[src/rtl/roulette_wheel_spin_if.sv]
// Handshake bundle between the roulette wheel and its consumer.
// The consumer side (master) requests spins and acknowledges results.
interface roulette_wheel_spin_if;
  logic       spin;
  logic       ack;
  logic [4:0] randnum;
  logic       result_valid;
  logic       spinning;
  logic [4:0] pocket;
  logic [7:0] spin_count;

  modport master (
    output spin,
    output ack,
    input  randnum,
    input  result_valid,
    input  spinning,
    input  pocket,
    input  spin_count
  );

  modport slave (
    input  spin,
    input  ack,
    output randnum,
    output result_valid,
    output spinning,
    output pocket,
    output spin_count
  );
endinterface

[src/rtl/roulette_wheel_spin.sv]
// Animated roulette wheel: a spin request walks the pocket forward with a slowing step rate,
// then holds the landing pocket until the consumer acknowledges it.
module roulette_wheel_spin #(
  parameter logic [15:0] SEED       = 16'hACE1,
  parameter logic [15:0] STEP_INIT  = 16'd4,
  parameter logic [15:0] STEP_GROW  = 16'd2,
  parameter logic [7:0]  NUM_STEPS  = 8'd24,
  parameter int          RAND_EXTRA = 1
) (
  input logic                  Clock,
  input logic                  reset,
  roulette_wheel_spin_if.slave bus
);

  typedef enum logic [1:0] {
    IDLE = 2'd0,
    SPIN = 2'd1,
    HOLD = 2'd2
  } state_t;

  state_t      state;
  logic [15:0] lfsr;
  logic [15:0] lfsrNext;
  logic [15:0] period;
  logic [15:0] tick;
  logic [8:0]  step;
  logic [8:0]  target;
  logic        spin_q;
  logic [4:0]  pocketReg;
  logic [4:0]  randnumReg;
  logic        resultValidReg;
  logic [7:0]  spinCountReg;

  logic        spinEdge;
  logic        lastTick;
  logic [8:0]  stepNext;
  logic [8:0]  extraSteps;
  logic [4:0]  pocketNext;
  logic [16:0] periodSum;

  // Galois form of x^16+x^14+x^13+x^11+1, shifting right
  assign lfsrNext   = {1'b0, lfsr[15:1]} ^ (lfsr[0] ? 16'hB400 : 16'h0000);

  assign spinEdge   = bus.spin & ~spin_q;
  assign lastTick   = (tick == (period - 16'd1));
  assign stepNext   = step + 9'd1;
  assign pocketNext = pocketReg + 5'd1;
  assign periodSum  = {1'b0, period} + {1'b0, STEP_GROW};
  assign extraSteps = (RAND_EXTRA != 0) ? {6'd0, lfsr[2:0]} : 9'd0;

  // The >= compare lets a zero target still end after exactly one advance
  always_ff @(posedge Clock or posedge reset) begin
    if (reset) begin
      state          <= IDLE;
      lfsr           <= SEED;
      spin_q         <= 1'b0;
      pocketReg      <= 5'd0;
      randnumReg     <= 5'd0;
      resultValidReg <= 1'b0;
      spinCountReg   <= 8'd0;
      tick           <= 16'd0;
      step           <= 9'd0;
      target         <= 9'd0;
      period         <= STEP_INIT;
    end else begin
      lfsr   <= lfsrNext;
      spin_q <= bus.spin;
      case (state)
        IDLE: begin
          if (spinEdge) begin
            state     <= SPIN;
            pocketReg <= lfsr[4:0];
            period    <= STEP_INIT;
            tick      <= 16'd0;
            step      <= 9'd0;
            target    <= {1'b0, NUM_STEPS} + extraSteps;
          end
        end
        SPIN: begin
          if (lastTick) begin
            pocketReg <= pocketNext;
            tick      <= 16'd0;
            step      <= stepNext;
            period    <= periodSum[16] ? 16'hFFFF : periodSum[15:0];
            if (stepNext >= target) begin
              randnumReg     <= pocketNext;
              resultValidReg <= 1'b1;
              state          <= HOLD;
            end
          end else begin
            tick <= tick + 16'd1;
          end
        end
        HOLD: begin
          if (bus.ack) begin
            resultValidReg <= 1'b0;
            state          <= IDLE;
            if (spinCountReg != 8'hFF) begin
              spinCountReg <= spinCountReg + 8'd1;
            end
          end
        end
        default: state <= IDLE;
      endcase
    end
  end

  assign bus.randnum      = randnumReg;
  assign bus.result_valid = resultValidReg;
  assign bus.spinning     = (state == SPIN);
  assign bus.pocket       = pocketReg;
  assign bus.spin_count   = spinCountReg;

endmodule

[src/flat_wrapper.sv]
// flat-port wrapper written by rule: the top's interface ports become plain ports
module roulette_wheel_spin_flat 
#(
  parameter logic [15:0] SEED       = 16'hACE1,
  parameter logic [15:0] STEP_INIT  = 16'd4,
  parameter logic [15:0] STEP_GROW  = 16'd2,
  parameter logic [7:0]  NUM_STEPS  = 8'd24,
  parameter int          RAND_EXTRA = 1
)
  (Clock, reset, bus_spin, bus_ack, bus_randnum, bus_result_valid, bus_spinning, bus_pocket, bus_spin_count);
  roulette_wheel_spin_if bus_i ();
  input logic Clock;
  input logic reset;
  input wire logic [$bits(bus_i.spin)-1:0] bus_spin;
  input wire logic [$bits(bus_i.ack)-1:0] bus_ack;
  output wire logic [$bits(bus_i.randnum)-1:0] bus_randnum;
  output wire logic [$bits(bus_i.result_valid)-1:0] bus_result_valid;
  output wire logic [$bits(bus_i.spinning)-1:0] bus_spinning;
  output wire logic [$bits(bus_i.pocket)-1:0] bus_pocket;
  output wire logic [$bits(bus_i.spin_count)-1:0] bus_spin_count;
  assign bus_i.spin = bus_spin;
  assign bus_i.ack = bus_ack;
  assign bus_randnum = bus_i.randnum;
  assign bus_result_valid = bus_i.result_valid;
  assign bus_spinning = bus_i.spinning;
  assign bus_pocket = bus_i.pocket;
  assign bus_spin_count = bus_i.spin_count;
  roulette_wheel_spin #(.SEED(SEED), .STEP_INIT(STEP_INIT), .STEP_GROW(STEP_GROW), .NUM_STEPS(NUM_STEPS), .RAND_EXTRA(RAND_EXTRA)) u_core (.Clock(Clock), .reset(reset), .bus(bus_i));
endmodule
[config.mk]
export PLATFORM = sky130hd
export DESIGN_NAME = roulette_wheel_spin_flat
export DESIGN_NICKNAME = d
export VERILOG_FILES = /design/src/rtl/roulette_wheel_spin_if.sv /design/src/rtl/roulette_wheel_spin.sv /design/src/flat_wrapper.sv
export SDC_FILE = /design/constraint.sdc
export NUM_CORES = 1
export LEC_CHECK = 0
export ABC_AREA = 0
export BUFFER_PORTS_ARGS = -buffer_cell sky130_fd_sc_hd__buf_2
export CORE_UTILIZATION = 40
export CTS_BUF_LIST = sky130_fd_sc_hd__clkbuf_8
export CTS_CLUSTER_SIZE = 8
export DETAILED_ROUTE_END_ITERATION = 12
export SKIP_CTS_REPAIR_TIMING = 1
export SLEW_MARGIN = 15
export SYNTH_ARGS = -nofsm -noshare
export SYNTH_HDL_FRONTEND = slang
export SYNTH_SLANG_ARGS = --single-unit
[constraint.sdc]
create_clock -name Clock -period 8 [get_ports Clock]
set_input_delay 0.8 -clock Clock [delete_from_list [all_inputs] [get_ports Clock]]
set_output_delay 0.8 -clock Clock [all_outputs]
set_load 0.005 [all_outputs]
==> impl_metrics.json <==
{
  "syn_inst": 475,
  "synth_compound_area_share_pct": 16.0,
  "postSynth.asyncResetShare_pct": 100,
  "end_kind": "register",
  "grt_pass1_vias": 3492,
  "synth_edf_count": 0,
  "final.setup_skew_ns": 0.0175,
  "antenna_found_initial": 0,
  "place_area_um2": 4870,
  "hp-class": "reg2reg",
  "clk_path_buf_depth": 2,
  "io_pins": 24,
  "synth_largest_area_cell": "dfrtp_1",
  "min_period_over_period_pct": 47.1,
  "nets": 504,
  "cts_made_buffers": 9,
  "multi_input_area_um2": 2370,
  "cts_tree": "done",
  "worstMarginPinSlew_ns": 1.02,
  "clk_pin_slew_ns": 0.09,
  "track_usage_pct": 19.2,
  "core-area_um2": 11400,
  "synth-simple-area-share_pct": 22.1,
  "hold_viol": 0,
  "fin_setup_tns_ns": 0,
  "routed-via-count": 3664,
  "drv_cap": 0,
  "synth_top_family_by_area": "simple AND/OR/NAND/NOR gates",
  "cts_sinks": 83,
  "synth_mux_area_share_pct": 2.58,
  "fin_hold_ws_ns": 0.356,
  "yosysSeqAreaShare_pct": 44.8,
  "diodes": 0,
  "fill_cells": 1075,
  "drc": 0,
  "synth_common_cells": "dfrtp_1 (74), nand2_1 (52), nand3_1 (26)",
  "synth.most_common_cell": "dfrtp_1",
  "finalSetupViolations": 0,
  "regArea_um2": 2090,
  "htreeDepth": 3,
  "yosys_register_bits": 83,
  "cp_data_arrival_time_ns": 4.03,
  "power_density_nw_per_um2": 298,
  "io_buffers": 23,
  "ant_nets": 0,
  "finalCriticalPeriod_ns": 3.77,
  "power_leakage_nw": 2.30,
  "rsz0062_at_grt": "false",
  "r2r_cells": 9,
  "required_ns": 8.26,
  "ys_warn_count": 0,
  "outcome": "completed",
  "clock_latency_ns": 0.36,
  "grt_max_degree": 84,
  "rows": 39,
  "area_growth_pct": 9.11,
  "ir_worst_vdd_mv": 0.107,
  "hpwl_um": 7280,
  "fmax_mhz": 265,
  "initial_core_util_pct": 41.0,
  "synth_xor_area_share_pct": 6.96,
  "criticalPathCategory": "reg2reg",
  "relSlewSlack_pct": 31.1,
  "crit_fanout": 22,
  "drv_slew": 0,
  "grt_overflow_total": 0,
  "grt_pass1_wl_um": 17700,
  "place.gp.congestion": 0.820,
  "synth_top_area_share_pct": 39.8,
  "synthTopCellsByArea": "dfrtp_1 (40%), dfstp_2 (5.1%), nand2_1 (4.2%), xor2_1 (3.6%), xnor2_1 (3.4%)",
  "min_delay_path_depth": 0,
  "dr.pass1.iters": 5,
  "drive_gt1_share_pct": 14.6,
  "ys.flop_type": "dfrtp_1",
  "syn-cell-area_um2": 4660,
  "design.die.area_um2": 12100,
  "synth.distinct_cells": 67,
  "drtIter0Drc": 231,
  "fp.dieW_um": 110,
  "startpoint_type": "register",
  "synth_fa_ha_area_share_pct": 3.22,
  "wl_per_cell_um": 16.7,
  "vias_per_cell": 5.76,
  "synth_nets": 491,
  "finalWirelength_um": 10600,
  "cts_root_buffer": "clkbuf_8",
  "avgSynthCellArea_um2": 9.80,
  "final_area_um2": 5080,
  "die_h_um": 110
}
-- per-stage QoR --
step | std cells | setup slack, ns | total power [mW] | util, %
after floorplan | 475 | 5.08 | 1.06 | -
after global placement | 620 | 4.35 | 1.19 | 42.9
after detailed placement | 620 | 4.29 | 1.21 | 42.9
after CTS | 636 | 4.26 | 1.52 | 44.7
after global routing | 636 | 3.92 | 1.62 | 44.7
final | 636 | 4.23 | 1.52 | 44.7
-- layer usage --
metal | part of all wire, % | wire length (µm) | vias up | global-route usage (%)
met5 | 0 | 0 | - | 0
li1 | - | - | 1767 | -
met2 | 46 | 4870 | 71 | 29.9
met3 | 3.4 | 358 | 12 | 3.44
met1 | 49 | 5240 | 1814 | 26.9
met4 | 1.4 | 144 | 0 | 6.19
-- logic make-up after synthesis --
logic type | count (synthesis)
flops | 83
simple gates | 187
fa+ha+maj | 12
mux | 10
xor+xnor | 37
buf+inv | 48
compound gates | 98
-- flip-flops by register name, indices dropped and copies added (netlist names) --
name and flops:
u_core.bus.pocket 5, u_core.bus.randnum 5, u_core.bus.result_valid 1, u_core.bus.spin_count 8, u_core.lfsr 16, u_core.period 16
u_core.spin_q 1, u_core.state 2, u_core.step 9, u_core.target 4, u_core.tick 16
-- cells in the final DEF (no fill, tap or decap), drive strengths merged, types with 6 or more instances in the layout --
master | Yosys | routed
a21oi | 9 | 9
a31oi | 11 | 11
and3 | 13 | 13
buf | 9 | 28
clkbuf | 17 | 10
dfrtp | 74 | 74
dfstp | 9 | 9
ha | 12 | 12
inv | 21 | 22
mux2i | 6 | 6
nand2 | 52 | 52
nand2b | 8 | 8
nand3 | 26 | 26
nand4 | 19 | 19
nor2 | 24 | 24
nor3 | 13 | 13
o211ai | 6 | 6
o21ai | 17 | 17
o311ai | 7 | 7
xnor2 | 18 | 18
xor2 | 19 | 19
-- final timing paths --
check / from / to / slack, ns
max reg2reg: u_core.period[0] / u_core.bus.randnum[4] / 4.23
min in group asynchronous: reset / u_core.bus.spin_count[1] / 0.62
max in group asynchronous: reset / u_core.tick[5] / 6.85
min: u_core.lfsr[12] / u_core.lfsr[11] / 0.36
max: u_core.period[0] / u_core.bus.randnum[4] / 4.23
min reg2reg: u_core.lfsr[12] / u_core.lfsr[11] / 0.36
-- area by class of cell --
type	instances	share of cell area, %
Multi-Input combinational cell	344	46.7
Sequential cell	83	41.1
Tap cell	143	3.52
Timing Repair Buffer	28	3.08
Clock buffer	10	2.71
Inverter	22	1.65
Clock inverter	6	1.28
-- worst max-delay path: stages (launching register included) --
cell	delay, ns
dfrtp_1	0.45
inv_1	0.12
ha_1	0.22
nor4b_2	0.45
nand4b_1	0.19
xnor2_1	0.19
a2111oi_4	0.36
nand4_2	0.63
or3_1	0.71
mux2_4	0.34
-- where the power goes --
group          total [mW]  internal (mW)  leakage (nW)  switching [mW]
Sequential          0.620          0.497          1.09           0.124
Combinational       0.589          0.244          1.11           0.346
Clock               0.307          0.153        0.0963           0.154
Total                1.52          0.893          2.30           0.623
Note: power is estimated with default switching activity, not from simulation.
